===== src/rtl/hilo_unit_pkg.sv =====
// Shared MIPS HI/LO types: operand words, HI/LO op codes and divider step count.
// Also holds the small sign helpers used by the HI/LO unit.
package hilo_unit_pkg;

   typedef logic [31:0] word_t;
   typedef logic [63:0] double_word_t;

   typedef enum logic [3:0] {
      HOP_NONE  = 4'd0,
      HOP_MULT  = 4'd1,
      HOP_MULTU = 4'd2,
      HOP_MTHI  = 4'd3,
      HOP_MTLO  = 4'd4,
      HOP_MADD  = 4'd5,
      HOP_MADDU = 4'd6,
      HOP_MSUB  = 4'd7,
      HOP_MSUBU = 4'd8,
      HOP_DIV   = 4'd9,
      HOP_DIVU  = 4'd10
   } hilo_op_t;

   typedef enum logic [1:0] {
      ST_IDLE = 2'd0,
      ST_MACC = 2'd1,
      ST_DIV  = 2'd2,
      ST_DONE = 2'd3
   } hilo_state_t;

   localparam int DIV_STEPS = 32;

   // Magnitude of a word; unsigned operands pass through untouched.
   function automatic word_t abs_word(input word_t v, input logic is_signed);
      return (is_signed && v[31]) ? (~v + 32'd1) : v;
   endfunction

   function automatic word_t neg_if(input word_t v, input logic en);
      return en ? (~v + 32'd1) : v;
   endfunction

endpackage


===== src/rtl/div_radix2.sv =====
// Unsigned restoring radix-2 divider: one quotient bit per cycle, DIV_STEPS cycles.
// done is high during the cycle that performs the final step.
import hilo_unit_pkg::*;

module div_radix2 (
   input  logic  clk,
   input  logic  rst,
   input  logic  start,
   input  word_t dividend,
   input  word_t divisor,
   output word_t quotient,
   output word_t remainder,
   output logic  done
);

   localparam logic [4:0] LAST_STEP = 5'(DIV_STEPS - 1);

   logic [4:0]  count_r;
   logic        active_r;
   word_t       rem_r;
   word_t       quo_r;
   word_t       dsr_r;
   logic [32:0] shifted_s;
   logic [32:0] diff_s;

   // Trial subtraction; bit 32 set means the shifted remainder is below the divisor.
   always_comb begin
      shifted_s = {rem_r, quo_r[31]};
      diff_s    = shifted_s - {1'b0, dsr_r};
   end

   // Operand load on start, then one shift/subtract step per cycle.
   always_ff @(posedge clk) begin
      if (rst) begin
         count_r  <= 5'd0;
         active_r <= 1'b0;
         rem_r    <= 32'd0;
         quo_r    <= 32'd0;
         dsr_r    <= 32'd0;
      end else if (start) begin
         count_r  <= 5'd0;
         active_r <= 1'b1;
         rem_r    <= 32'd0;
         quo_r    <= dividend;
         dsr_r    <= divisor;
      end else if (active_r) begin
         if (!diff_s[32]) begin
            rem_r <= diff_s[31:0];
            quo_r <= {quo_r[30:0], 1'b1};
         end else begin
            rem_r <= shifted_s[31:0];
            quo_r <= {quo_r[30:0], 1'b0};
         end
         count_r <= count_r + 5'd1;
         if (count_r == LAST_STEP) begin
            active_r <= 1'b0;
         end
      end
   end

   assign done      = active_r && (count_r == LAST_STEP);
   assign quotient  = quo_r;
   assign remainder = rem_r;

endmodule


===== src/rtl/hilo_unit.sv =====
// MIPS HI/LO register unit: MULT/MT*/MADD/MSUB/DIV with Execute-stage stall control.
// Multiply products come from the ALU; division runs on the iterative div_radix2.
import hilo_unit_pkg::*;

module hilo_unit (
   input  logic         clk,
   input  logic         rst,
   input  logic         op_valid,
   input  hilo_op_t     op,
   input  word_t        a,
   input  word_t        b,
   input  double_word_t prod,
   input  logic         flush,
   output double_word_t hilo,
   output logic         stall_reqE,
   output logic         busy
);

   hilo_state_t  state_r;
   double_word_t hilo_r;
   double_word_t acc_tmp_r;
   logic         msub_r;
   logic         quo_neg_r;
   logic         rem_neg_r;

   logic  is_macc_s;
   logic  is_div_s;
   logic  div_signed_s;
   logic  accept_s;
   logic  div_start_s;
   logic  div_done_s;
   word_t div_quo_s;
   word_t div_rem_s;

   // Decode of the op presented to an idle unit.
   always_comb begin
      is_macc_s    = (op == HOP_MADD) || (op == HOP_MADDU) ||
                     (op == HOP_MSUB) || (op == HOP_MSUBU);
      is_div_s     = ((op == HOP_DIV) || (op == HOP_DIVU)) && (b != 32'd0);
      div_signed_s = (op == HOP_DIV);
      accept_s     = (state_r == ST_IDLE) && op_valid && !flush && !rst;
      div_start_s  = accept_s && is_div_s;
   end

   // Stall the Execute stage while a multi-cycle op is being accepted or divided.
   always_comb begin
      if (rst || flush) begin
         stall_reqE = 1'b0;
      end else if (state_r == ST_DIV) begin
         stall_reqE = 1'b1;
      end else if (accept_s && (is_macc_s || is_div_s)) begin
         stall_reqE = 1'b1;
      end else begin
         stall_reqE = 1'b0;
      end
   end

   div_radix2 u_div (
      .clk       (clk),
      .rst       (rst),
      .start     (div_start_s),
      .dividend  (abs_word(a, div_signed_s)),
      .divisor   (abs_word(b, div_signed_s)),
      .quotient  (div_quo_s),
      .remainder (div_rem_s),
      .done      (div_done_s)
   );

   // Control FSM and HI/LO register updates.
   always_ff @(posedge clk) begin
      if (rst) begin
         state_r   <= ST_IDLE;
         hilo_r    <= 64'd0;
         acc_tmp_r <= 64'd0;
         msub_r    <= 1'b0;
         quo_neg_r <= 1'b0;
         rem_neg_r <= 1'b0;
      end else if (flush) begin
         state_r <= ST_IDLE;
      end else begin
         case (state_r)
            ST_IDLE: begin
               if (op_valid) begin
                  case (op)
                     HOP_MULT, HOP_MULTU: hilo_r <= prod;
                     HOP_MTHI:            hilo_r[63:32] <= a;
                     HOP_MTLO:            hilo_r[31:0]  <= a;
                     HOP_MADD, HOP_MADDU, HOP_MSUB, HOP_MSUBU: begin
                        acc_tmp_r <= prod;
                        msub_r    <= (op == HOP_MSUB) || (op == HOP_MSUBU);
                        state_r   <= ST_MACC;
                     end
                     HOP_DIV, HOP_DIVU: begin
                        if (b != 32'd0) begin
                           quo_neg_r <= div_signed_s && (a[31] ^ b[31]);
                           rem_neg_r <= div_signed_s && a[31];
                           state_r   <= ST_DIV;
                        end
                     end
                     default: state_r <= ST_IDLE;
                  endcase
               end
            end
            ST_MACC: begin
               hilo_r  <= msub_r ? (hilo_r - acc_tmp_r) : (hilo_r + acc_tmp_r);
               state_r <= ST_IDLE;
            end
            ST_DIV: begin
               if (div_done_s) begin
                  state_r <= ST_DONE;
               end
            end
            ST_DONE: begin
               hilo_r  <= {neg_if(div_rem_s, rem_neg_r), neg_if(div_quo_s, quo_neg_r)};
               state_r <= ST_IDLE;
            end
            default: state_r <= ST_IDLE;
         endcase
      end
   end

   assign hilo = hilo_r;
   assign busy = (state_r != ST_IDLE) && !rst;

endmodule

===== config.mk =====
export PLATFORM = sky130hd
export DESIGN_NAME = hilo_unit
export DESIGN_NICKNAME = d
export VERILOG_FILES = /design/src/rtl/hilo_unit_pkg.sv /design/src/rtl/div_radix2.sv /design/src/rtl/hilo_unit.sv
export SDC_FILE = /design/constraint.sdc
export NUM_CORES = 1
export LEC_CHECK = 0
export CORE_ASPECT_RATIO = 1.5
export CORE_MARGIN = 5
export CORE_UTILIZATION = 35
export DETAILED_ROUTE_END_ITERATION = 8
export DONT_BUFFER_PORTS = 1
export HOLD_SLACK_MARGIN = 0.06
export PLACE_DENSITY_LB_ADDON = 0.08
export SKIP_CTS_REPAIR_TIMING = 1
export SLEW_MARGIN = 20
export SYNTH_ARGS = -nofsm -noshare
export SYNTH_HDL_FRONTEND = slang
export SYNTH_SLANG_ARGS = --single-unit

===== constraint.sdc =====
create_clock -name clk -period 5.6 [get_ports clk]
set_input_delay 1.12 -clock clk [delete_from_list [all_inputs] [get_ports clk]]
set_output_delay 1.12 -clock clk [all_outputs]
set_load 0.01 [all_outputs]

==> run metrics <==
status=finished clean; YS warnings=0; Mapped Cells=around 2,700; Final Hold Viols=0; crit path kind=reg2reg; max_slew headroom=about 33%; RePlAce Congestion=between 0.9 and 1; fmax=about 0.18 GHz; Max-Cap Viols=0; total number of vias=19,831; die area=between 60,000 and 70,000 sq um; Die Y-Extent=slightly above 300 microns; most frequent cells after synthesis=nand2_1, a21oi_1, nor2_1, dfxtp_1, xnor2_1; Clock transition at path regs=0.06 ns; vias in the first global route=19,460; peak supply drop=roughly 250 uV; worst slew pin tran=0.998 ns; CTS max path bufs=3; die width=between 200 and 250 microns; slowest stage delay, CP=approximately 0.58 ns; CP bufs+invs=0; Worst EP required=between 6 and 7 ns; skew final=approximately 0.016 ns; worst hold path class=reg2reg; port bufs=0; CTS buffer count=29; Max H-tree Level=1; CTS tree=built; FF+latch area=between 4000 and 5000 sq um; R2R setup slack=0.15 ns; row cnt=about 110; clk root buf=clkbuf_16; DP Area=20,700 sq um; Critical Path, Cell by Cell=or3_1 -> or3_1 -> or4_1 -> nor2_2 -> and4b_1 -> a21oi_1 -> xnor2_1 -> ha_1 -> a21o_1 -> a21oi_1 -> o21bai_1 -> a221oi_1 -> nand3_1 -> o21ai_1 -> o31ai_1 -> a21o_1 -> or4_1 -> o211ai_1; total gr overflow=0; most common cell in the netlist=nand2_1; top cell type by total area after synthesis=dfxtp_1; GRT met2 Usage=46.9%; register bit total from synthesis=roughly 240; total track usage=between 20% and 30%; final slew viol count=0; # setup viols final=0; data arrival time of the worst path=roughly 6.0 ns; count of different cell masters after synthesis=93; DPL Wire Length=67,300 microns; leakage=between 0.008 and 0.009 uW; minimum clock period=between 5 and 6 ns; number of placed I/O pins=roughly 200; Post-route DRC=0; final core occ=between 30 and 40%; sequential area share after synthesis=a little under a quarter; ys async rst share=0%; Area Growth Syn to Fin=8.93%; met3 layer usage reported by global route=between 5 and 6%; DRT antenna net count=0; clock latency at the later pin of the worst-skew pair=between 0.6 and 0.7 ns; initial antenna violation count=4; first-pass GRT wire length=126,000 microns; Syn Nets=approximately 3,000; Synth top area share=a little under a quarter; EDFF count, synth=0; Routed WL per cell=approximately 25 microns; Most Crowded Layer GR=met2; mean area per synthesized cell=approximately 7.4 sq um; Synth Flop Type=dfxtp_1; setup TNS=0 ns; Power Density=283 nW/um^2; largest net degree at the start of global routing=205; number of clock sinks=between 200 and 250; Worst Setup End Kind=register; core area=56,800 sq um; M1 GR Usage=between 20% and 30%; Synth Cell Area=approximately 20,000 sq um; area of the multi-input gates=14,400 sq um; Vias/cell=around 5.8; RSZ-0062 raised after global routing=no; share of cells above drive strength 1=~5.6%; Crit Path Max Fanout=7; fillers=6,065; WL final=between 80,000 and 90,000 microns; Initial DRT Pass Iterations=5; Starting Density=between 30% and 40%; final cycle utilization of the critical path=a little over nine tenths; fin nets=approximately 2,900; CP max stage cell=a221oi_1; Power, Total=6180 uW; DRT iter0 DRCs=between 1,000 and 1,500; Top delay family on crit path=simple AND/OR/NAND/NOR gates; post-route cell area=around 22,000 sq um; ranking of synthesized cells by area=dfxtp_1, xnor2_1, a21oi_1, ha_1, nand2_1; CP startpoint kind=register
through the flow:
step	cells	hold slack [ns]	setup slack (ns)
after floorplan	2712	0.432	0.964
after global placement	3346	0.442	0.254
after detailed placement	3346	0.445	0.206
after CTS	3399	0.454	0.136
after global routing	3401	0.479	0.00311
final	3404	0.454	0.152
flip-flops by register name, indices dropped and copies added (netlist names):
register and flops:
msub_r 1, rem_neg_r 1, u_div.quotient 32, acc_tmp_r 64
u_div.remainder 32, quo_neg_r 1, u_div.count_r 5, hilo 64
state_r 2, u_div.dsr_r 32, u_div.active_r 1
cell usage in the layout, fill, tap and decap left out, types with 9 or more instances in the layout:
cell	synthesis	routed
xnor2_1	173	172
xor2_1	89	89
o21bai_1	17	17
a211oi_1	82	82
o21ai_1	34	34
nor3_1	86	84
a21o_1	46	46
nand2_1	323	322
or3_1	21	21
nor4_1	20	19
o41ai_1	18	17
inv_1	92	92
a31oi_1	37	37
nand3_1	43	43
or2_2	9	9
nand2b_1	21	21
nor2_1	260	257
nor2b_1	14	14
and3_1	24	24
o21ai_0	111	111
buf_4	4	40
o21a_1	14	14
and2_1	14	13
or4_1	20	20
ha_1	102	102
nand4_1	20	20
o31ai_1	29	29
o211ai_1	21	21
clkbuf_16	0	29
o22ai_1	20	20
bufinv_16	0	9
dfxtp_1	235	231
mux2i_1	111	111
o221ai_1	25	25
a21oi_1	283	282
where the power goes:
part	leakage [uW]	switching (uW)	internal, uW
clock	0.000545	863	1430
sequential	0.00190	85.1	1720
combinational	0.00556	1260	823
kinds of logic after synthesis:
family	count (synthesis)	synth area share, %
AOI/OAI and AO/OA	824	26.5
muxes	114	5.71
xor gates and xnor gates	262	11.5
DFF	235	23.5
adders and majority gates	104	6.57
and+or+nand+nor	912	21.2
buffers and inverters	261	5.16
final timing paths:
check	cells after the start	to	from
worst max-delay path	18	hilo[63]	acc_tmp_r[13]
worst min-delay path	2	u_div.dsr_r[21]	u_div.dsr_r[21]
worst max register to register	18	hilo[63]	acc_tmp_r[13]
worst min register to register	2	u_div.dsr_r[21]	u_div.dsr_r[21]
layer usage:
layer | routed length [microns] | part of all wire (%)
met1 | 31700 | 37
met2 | 42400 | 50
met3 | 5670 | 6.7
met4 | 5190 | 6.1
met5 | 0 | 0
worst register-to-register path, stage by stage, from the launching register on:
cell and delay, ns:
dfxtp_1 0.35, or3_1 0.45, or3_1 0.42, or4_1 0.54, nor2_2 0.25, and4b_1 0.30
a21oi_1 0.10, xnor2_1 0.15, ha_1 0.37, a21o_1 0.20, a21oi_1 0.15, o21bai_1 0.10
a221oi_1 0.58, nand3_1 0.15, o21ai_1 0.34, o31ai_1 0.14, a21o_1 0.20, or4_1 0.46
o211ai_1 0.11
final cells by class:
type | count | share of cell area [%]
multi-input cells | 2216 | 65.8
flip-flops and latches | 235 | 21.6
well taps | 763 | 4.37
clock buffers | 36 | 3.68
inverters | 92 | 1.58
clock inverters | 17 | 1.54
repair buffers | 40 | 1.38
diodes | 5 | 0.0573
No activity file was read; power rests on OpenSTA's default activity.
